### src/rtl/stack_calc_param.sv
// Push-down stack calculator driven by mode switches and two pushbuttons.
// Ports: clk, rst_n (sync, active low), mode, btn_l, btn_r, din ->
//   dout/daddr (display), count, empty, full, err (sticky).
module stack_calc_param #(
    parameter int WIDTH = 8,
    parameter int DEPTH = 8,
    parameter int AW    = $clog2(DEPTH)
) (
    input  logic             clk,
    input  logic             rst_n,
    input  logic [2:0]       mode,
    input  logic             btn_l,
    input  logic             btn_r,
    input  logic [WIDTH-1:0] din,
    output logic [WIDTH-1:0] dout,
    output logic [AW-1:0]    daddr,
    output logic [AW:0]      count,
    output logic             empty,
    output logic             full,
    output logic             err
);

    typedef enum logic [3:0] {
        OP_NONE, OP_PUSH, OP_POP, OP_ADD, OP_SUB,
        OP_AND, OP_OR, OP_DUP, OP_SWAP,
        OP_CLR, OP_TOP, OP_INC, OP_DEC
    } op_t;

    localparam logic [AW:0] ONE  = (AW+1)'(1);
    localparam logic [AW:0] TWO  = (AW+1)'(2);
    localparam logic [AW:0] DMAX = (AW+1)'(DEPTH);

    logic [WIDTH-1:0] mem     [DEPTH];
    logic [WIDTH-1:0] mem_nxt [DEPTH];

    logic [AW:0]      cnt;
    logic [AW:0]      cnt_nxt;
    logic [AW-1:0]    daddr_nxt;
    logic             err_nxt;
    logic             bl_q;
    logic             br_q;
    logic             ev_l;
    logic             ev_r;
    op_t              op;
    logic             two;
    logic [AW-1:0]    top_i;
    logic [AW-1:0]    sec_i;
    logic [AW-1:0]    new_i;
    logic [WIDTH-1:0] top_v;
    logic [WIDTH-1:0] sec_v;
    logic [WIDTH-1:0] alu;

    assign count = cnt;
    assign empty = (cnt == '0);
    assign full  = (cnt == DMAX);
    assign two   = (cnt >= TWO);

    // Indices wrap naturally; each is only used when its entry exists.
    assign top_i = AW'(cnt - ONE);
    assign sec_i = AW'(cnt - TWO);
    assign new_i = cnt[AW-1:0];
    assign top_v = mem[top_i];
    assign sec_v = mem[sec_i];

    assign ev_l = btn_l & ~bl_q;
    assign ev_r = btn_r & ~br_q;

    // Left button has priority when both rise together.
    always_comb begin
        op = OP_NONE;
        priority case (1'b1)
            ev_l: begin
                case (mode)
                    3'b000:  op = OP_POP;
                    3'b001:  op = OP_SUB;
                    3'b010:  op = OP_CLR;
                    3'b011:  op = OP_DEC;
                    3'b100:  op = OP_AND;
                    3'b101:  op = OP_DUP;
                    default: op = OP_NONE;
                endcase
            end
            ev_r: begin
                case (mode)
                    3'b000:  op = OP_PUSH;
                    3'b001:  op = OP_ADD;
                    3'b010:  op = OP_TOP;
                    3'b011:  op = OP_INC;
                    3'b100:  op = OP_OR;
                    3'b101:  op = OP_SWAP;
                    default: op = OP_NONE;
                endcase
            end
            default: op = OP_NONE;
        endcase
    end

    always_comb begin
        alu = top_v + sec_v;
        case (op)
            OP_SUB:  alu = top_v - sec_v;
            OP_AND:  alu = top_v & sec_v;
            OP_OR:   alu = top_v | sec_v;
            default: alu = top_v + sec_v;
        endcase
    end

    always_comb begin
        mem_nxt   = mem;
        cnt_nxt   = cnt;
        daddr_nxt = daddr;
        err_nxt   = err;
        case (op)
            OP_PUSH: begin
                if (!full) begin
                    mem_nxt[new_i] = din;
                    cnt_nxt        = cnt + ONE;
                    daddr_nxt      = new_i;
                end else begin
                    err_nxt = 1'b1;
                end
            end
            OP_POP: begin
                if (!empty) begin
                    cnt_nxt   = cnt - ONE;
                    daddr_nxt = two ? sec_i : '0;
                end else begin
                    err_nxt = 1'b1;
                end
            end
            OP_ADD, OP_SUB, OP_AND, OP_OR: begin
                if (two) begin
                    mem_nxt[sec_i] = alu;
                    cnt_nxt        = cnt - ONE;
                    daddr_nxt      = sec_i;
                end else begin
                    err_nxt = 1'b1;
                end
            end
            OP_DUP: begin
                if (!empty && !full) begin
                    mem_nxt[new_i] = top_v;
                    cnt_nxt        = cnt + ONE;
                    daddr_nxt      = new_i;
                end else begin
                    err_nxt = 1'b1;
                end
            end
            OP_SWAP: begin
                if (two) begin
                    mem_nxt[top_i] = sec_v;
                    mem_nxt[sec_i] = top_v;
                    daddr_nxt      = top_i;
                end else begin
                    err_nxt = 1'b1;
                end
            end
            OP_CLR: begin
                cnt_nxt   = '0;
                daddr_nxt = '0;
                err_nxt   = 1'b0;
            end
            OP_TOP: daddr_nxt = empty ? '0 : top_i;
            OP_INC: daddr_nxt = daddr + AW'(1);
            OP_DEC: daddr_nxt = daddr - AW'(1);
            default: ;
        endcase
    end

    always_ff @(posedge clk) begin
        if (!rst_n) begin
            cnt   <= '0;
            daddr <= '0;
            dout  <= '0;
            err   <= 1'b0;
            bl_q  <= 1'b0;
            br_q  <= 1'b0;
        end else begin
            cnt   <= cnt_nxt;
            daddr <= daddr_nxt;
            err   <= err_nxt;
            bl_q  <= btn_l;
            br_q  <= btn_r;
            // Display reads through this cycle's write.
            dout  <= (cnt_nxt == '0) ? '0 : mem_nxt[daddr_nxt];
        end
    end

    // Storage has no reset; writes are suppressed while reset is held.
    always_ff @(posedge clk) begin
        if (rst_n) begin
            for (int i = 0; i < DEPTH; i++) begin
                mem[i] <= mem_nxt[i];
            end
        end
    end

endmodule
### config.mk
export PLATFORM = sky130hd
export DESIGN_NAME = stack_calc_param
export DESIGN_NICKNAME = d
export VERILOG_FILES = /design/src/rtl/stack_calc_param.sv
export SDC_FILE = /design/constraint.sdc
export NUM_CORES = 1
export LEC_CHECK = 0
export ABC_AREA = 1
export BUFFER_PORTS_ARGS = -buffer_cell sky130_fd_sc_hd__buf_2
export CORE_ASPECT_RATIO = 1.4
export CORE_MARGIN = 1
export CORE_UTILIZATION = 45
export CTS_BUF_LIST = sky130_fd_sc_hd__clkbuf_8 sky130_fd_sc_hd__clkbuf_16
export CTS_CLUSTER_DIAMETER = 200
export DETAILED_ROUTE_END_ITERATION = 12
export PLACE_DENSITY_LB_ADDON = 0.15
export SKIP_CTS_REPAIR_TIMING = 1
export SYNTH_ARGS = -nofsm -noshare
export SYNTH_HDL_FRONTEND = slang
export SYNTH_SLANG_ARGS = --single-unit
### constraint.sdc
create_clock -name clk -period 4.9 [get_ports clk]
set_clock_uncertainty 0.05 [all_clocks]
set_input_delay 0.49 -clock clk [delete_from_list [all_inputs] [get_ports clk]]
set_output_delay 0.49 -clock clk [all_outputs]
set_load 0.01 [all_outputs]
==> impl_table.tex <==
\begin{tabular}{lr}
\hline
Metric & Value \\
\hline
\multicolumn{2}{l}{\textbf{Status}} \\
\quad Result of the run & finished clean \\
\multicolumn{2}{l}{\textbf{Cells and area}} \\
\quad Antenna diode count & 0 \\
\quad \# nets final & 2,058 \\
\quad Share of final-layout standard cells stronger than drive strength 1 & 9.39\% \\
\quad Filler-free cell count of the finished design & 2,339 \\
\quad Area Growth Syn to Fin & 7.63\% \\
\multicolumn{2}{l}{\textbf{Place}} \\
\quad Port bufs & 32 \\
\quad Cell count after placement & 2,320 \\
\quad Post-detail-place hpwl & 43,600 um \\
\quad Last weighted congestion value of the routability-driven placer & 1.03 \\
\multicolumn{2}{l}{\textbf{Detailed routing}} \\
\quad Vias per inst & 6.55 \\
\quad Final wirelength & 60,400 um \\
\quad Average wire length per cell after detail routing & 25.8 um \\
\quad Initial DRT Pass Iterations & 8 \\
\quad DR iter-0 viols & 2,043 \\
\quad Drc violations & 0 \\
\quad Remaining antenna violation count & 0 \\
\quad Vias & 15,330 \\
\multicolumn{2}{l}{\textbf{Clock tree}} \\
\quad Root buffer cell & sky130\_fd\_sc\_hd\_\_clkbuf\_16 \\
\quad CTS clock-pin slew for the worst setup and hold paths & 0.08 ns \\
\quad Clock insertion delay at the later pin of the skew report & 0.38 ns \\
\quad Maximum buffer depth of the clock tree & 2 \\
\quad CTS tree & done \\
\quad Clock sink count & 82 \\
\quad Clock buffer count from CTS & 9 \\
\quad Number of levels in the clock H-tree & 3 \\
\multicolumn{2}{l}{\textbf{GRT}} \\
\quad Overall Global Routing Usage & 46.8\% \\
\quad Largest net degree at the start of global routing & 75 \\
\quad Antenna violations before repair & 0 \\
\quad Congestion Overflow GR & 0 \\
\quad Wire length of the first global-routing pass & 88,700 um \\
\quad Number of global-route vias before repair & 14,101 \\
\multicolumn{2}{l}{\textbf{Yosys}} \\
\quad Number of synthesized flops with an enable pin & 64 \\
\quad Net count after synthesis & 2,059 \\
\quad Leading area contributor after synthesis & sky130\_fd\_sc\_hd\_\_nand2\_1 \\
\quad Synthesized area per cell & 5.67 sq um \\
\quad Proportion of netlist area held by the largest area contributor & 18.5\% \\
\quad Yosys warning count & 0 \\
\quad Share of flip-flops with an asynchronous set or reset after synthesis & 0\% \\
\quad Unique masters post-synth & 53 \\
\quad Ys flop type & sky130\_fd\_sc\_hd\_\_edfxtp\_1 \\
\quad Leading post-synthesis cells by cell area & sky130\_fd\_sc\_hd\_\_nand2\_1, sky130\_fd\_sc\_hd\_\_edfxtp\_1, sky130\_fd\_sc\_hd\_\_o21ai\_0 \\
\quad Netlist area before placement & 11,400 sq um \\
\quad Sequential share of the synthesized area & 19.9\% \\
\quad Cell count after synthesis & 2,020 \\
\quad Register bit total from synthesis & 82 \\
\multicolumn{2}{l}{\textbf{Floorplan}} \\
\quad Floorplan die area & 26,100 sq um \\
\quad IO Count & 33 \\
\quad FP Rows & 68 \\
\quad Chip height & 191 um \\
\quad Horizontal die dimension & 137 um \\
\quad Placeable Area & 24,800 sq um \\
\quad Effective utilization at floorplan & 46.1\% \\
\multicolumn{2}{l}{\textbf{Power}} \\
\quad Peak ir drop on the vdd network & 0.000542 V \\
\quad Register share of total power & 14.4\% \\
\quad Leak & 5.70 nW \\
\quad Switching fraction of total power & 63.4\% \\
\quad Switching power summed over all nets & 5.06 mW \\
\quad Areal power density over the cells & 648 nW/um\^{}2 \\
\quad Internal portion of total power & 2.92 mW \\
\quad Clock network power share & 9.8\% \\
\quad Comb power frac & 75.7\% \\
\multicolumn{2}{l}{\textbf{Worst setup path}} \\
\quad Required time at the worst-slack endpoint & 5.16 ns \\
\quad Worst reg-to-reg path cell count & 25 \\
\quad Setup slack, reg-to-reg & 0.16 ns \\
\quad Crit path capture & dout[6]\$\_SDFF\_PP0\_ \\
\quad Reg2Reg Launch Point & count[0]\$\_SDFF\_PN0\_ \\
\quad Endpoint class of the critical path & register \\
\quad Category of the worst setup path launch point & register \\
\quad Critical Path Fanout Max & 74 \\
\quad Reg2Reg Capture Point & dout[6]\$\_SDFF\_PP0\_ \\
\quad Signal arrival time at the worst endpoint & 5.00 ns \\
\quad Startpoint of the worst setup timing path & count[0]\$\_SDFF\_PN0\_ \\
\quad Worst Setup Path Type & reg -> reg \\
\multicolumn{2}{l}{\textbf{STA}} \\
\quad Sum of negative setup slack & 0 ns \\
\quad Relative slew slack & 17.3\% \\
\quad Share of the clock period used by the worst path & 96.8\% \\
\quad Final number of setup-violating endpoints & 0 \\
\quad Total count of max-transition violations in the final report & 0 \\
\quad Achievable Freq & 211 MHz \\
\quad Slew of the pin with the lowest slew margin & 1.24 ns \\
\quad Tmin final & 4.74 ns \\
\quad RSZ-0062 raised after global routing & no \\
\quad Final hold violation count & 0 \\
\multicolumn{2}{l}{\textbf{Run}} \\
\quad Max-cap viol count & 0 \\
\multicolumn{2}{l}{\textbf{Min path}} \\
\quad Worst hold path class & in -> reg \\
\quad Startpoint of the tightest hold check path & btn\_r \\
\hline
\end{tabular}
logic make-up (layout without fill, tap and decap cells):
family	Yosys count	count (layout)	share of synthesized area [%]
compound gates	586	586	28.1
xor+xnor	11	11	0.842
fa+ha+maj	24	24	2.75
buf+inv	351	355	12.9
flops	82	82	19.9
mux	2	2	0.186
simple gates	964	964	35.3
worst max-delay path, stage by stage (launching register included):
cell	delay [ns]
sky130_fd_sc_hd__dfxtp_2	0.38
sky130_fd_sc_hd__buf_12	0.37
sky130_fd_sc_hd__nand2_1	0.10
sky130_fd_sc_hd__o211ai_1	0.24
sky130_fd_sc_hd__nand3_1	0.14
sky130_fd_sc_hd__nand2_1	0.17
sky130_fd_sc_hd__buf_4	0.23
sky130_fd_sc_hd__inv_1	0.18
sky130_fd_sc_hd__ha_2	0.25
sky130_fd_sc_hd__fa_1	0.44
sky130_fd_sc_hd__nor2_1	0.15
sky130_fd_sc_hd__o21a_1	0.12
sky130_fd_sc_hd__nor2_1	0.05
sky130_fd_sc_hd__o21ai_0	0.17
sky130_fd_sc_hd__a21oi_1	0.11
sky130_fd_sc_hd__inv_1	0.06
sky130_fd_sc_hd__nand2_1	0.04
sky130_fd_sc_hd__nand3_1	0.07
sky130_fd_sc_hd__nand2_1	0.24
sky130_fd_sc_hd__inv_2	0.24
sky130_fd_sc_hd__nand2_1	0.16
sky130_fd_sc_hd__nand3_1	0.12
sky130_fd_sc_hd__nand3_1	0.08
sky130_fd_sc_hd__nand3_1	0.21
sky130_fd_sc_hd__nand2_1	0.14
sky130_fd_sc_hd__nor2_1	0.11
synth_stat cells (all sizes together), types with 2 or more instances:
| library cell | number |
|---|---|
| nand3 | 115 |
| o2111ai | 2 |
| clkbuf | 39 |
| nand4 | 28 |
| xor2 | 7 |
| o211ai | 19 |
| a211oi | 2 |
| a22oi | 2 |
| xnor2 | 4 |
| ha | 22 |
| fa | 2 |
| edfxtp | 64 |
| o311ai | 3 |
| o221ai | 23 |
| inv | 232 |
| a21boi | 6 |
| nand2 | 572 |
| a221oi | 4 |
| nor3 | 32 |
| a21oi | 219 |
| clkinv | 3 |
| dfxtp | 18 |
| o22ai | 25 |
| nand3b | 9 |
| nor2 | 207 |
| a31oi | 12 |
| o21ai | 266 |
| buf | 77 |
state kept, by name, summed over array words and instances, names as in the netlist:
name   count
bl_q       1
br_q       1
count      4
daddr      3
dout       8
err        1
mem       64
metrics by stage:
step | worst slack (ns) | cell area [sq um] | hold slack (ns) | total power, mW | util (%)
2_1_floorplan | 0.735 | 11400 | 0.507 | 4.44 | -
3_3_place_gp | 0.282 | 12000 | 0.483 | 6.75 | 48.2
3_5_place_dp | 0.214 | 12000 | 0.468 | 6.77 | 48.2
4_1_cts | 0.180 | 12300 | 0.259 | 7.56 | 49.4
5_1_grt | 0.00366 | 12300 | 0.269 | 8.32 | 49.6
6_report | 0.158 | 12300 | 0.258 | 7.99 | 49.6
area by class of cell:
type | count | area (sq um)
inverters | 235 | 891
multi-input cells | 1587 | 7700
clock inverters | 7 | 85.1
clock buffers | 9 | 225
well taps | 315 | 394
fillers | 2679 | 12500
repair buffers | 104 | 741
flip-flops and latches | 82 | 2280
cell usage in the layout (no fill, tap or decap), types with 3 or more instances in the layout:
cell type / Yosys / layout
sky130_fd_sc_hd__nand2_1: 563 / 562
sky130_fd_sc_hd__o21ai_0: 238 / 238
sky130_fd_sc_hd__a21oi_1: 218 / 218
sky130_fd_sc_hd__inv_1: 203 / 201
sky130_fd_sc_hd__nor2_1: 196 / 196
sky130_fd_sc_hd__nand3_1: 109 / 109
sky130_fd_sc_hd__buf_4: 8 / 70
sky130_fd_sc_hd__edfxtp_1: 64 / 64
sky130_fd_sc_hd__buf_2: 58 / 31
sky130_fd_sc_hd__inv_2: 27 / 29
sky130_fd_sc_hd__nand4_1: 28 / 28
sky130_fd_sc_hd__nor3_1: 28 / 28
sky130_fd_sc_hd__o21ai_1: 26 / 26
sky130_fd_sc_hd__o22ai_1: 25 / 25
sky130_fd_sc_hd__o221ai_1: 23 / 23
sky130_fd_sc_hd__ha_1: 22 / 21
sky130_fd_sc_hd__o211ai_1: 19 / 19
sky130_fd_sc_hd__dfxtp_1: 18 / 17
sky130_fd_sc_hd__a31oi_1: 10 / 10
sky130_fd_sc_hd__nand2_2: 8 / 9
sky130_fd_sc_hd__nand3b_1: 9 / 9
sky130_fd_sc_hd__clkbuf_16: 0 / 9
sky130_fd_sc_hd__nor2_2: 7 / 7
sky130_fd_sc_hd__xor2_1: 7 / 7
sky130_fd_sc_hd__nand3_2: 6 / 5
sky130_fd_sc_hd__a21boi_0: 5 / 5
sky130_fd_sc_hd__nor2_4: 4 / 4
sky130_fd_sc_hd__clkinv_1: 3 / 4
sky130_fd_sc_hd__a221oi_1: 4 / 4
sky130_fd_sc_hd__xnor2_1: 4 / 4
sky130_fd_sc_hd__nor3_2: 3 / 3
sky130_fd_sc_hd__o311ai_0: 3 / 3
sky130_fd_sc_hd__buf_12: 0 / 3
worst min path at each step:
stage	endpoint	slack, ns	cells past startpoint
final	br_q$_SDFF_PN0_	0.26	3
after global routing	br_q$_SDFF_PN0_	0.27	3
after CTS	br_q$_SDFF_PN0_	0.26	3
after detailed placement	err$_SDFFE_PN0P_	0.47	2
after global placement	err$_SDFFE_PN0P_	0.48	2
after floorplan	mem[43]$_DFFE_PP_	0.51	2
power by group through the flow:
stage	clock network, mW	logic [mW]	registers, mW
2_1_floorplan	0	3.36	1.09
3_3_place_gp	0	5.59	1.16
3_5_place_dp	0	5.61	1.15
4_1_cts	0.785	5.63	1.14
5_1_grt	0.807	6.36	1.16
6_report	0.784	6.05	1.15
layer usage:
metal  part of all wire, %  wire (um)  global-route usage [%]
met5                     0          0                       0
met3                    11       6900                    9.01
met2                    42      25400                    69.5
met1                    36      21800                    56.8
met4                    10       6320                    41.6
Note: power is estimated with default switching activity, not from simulation.
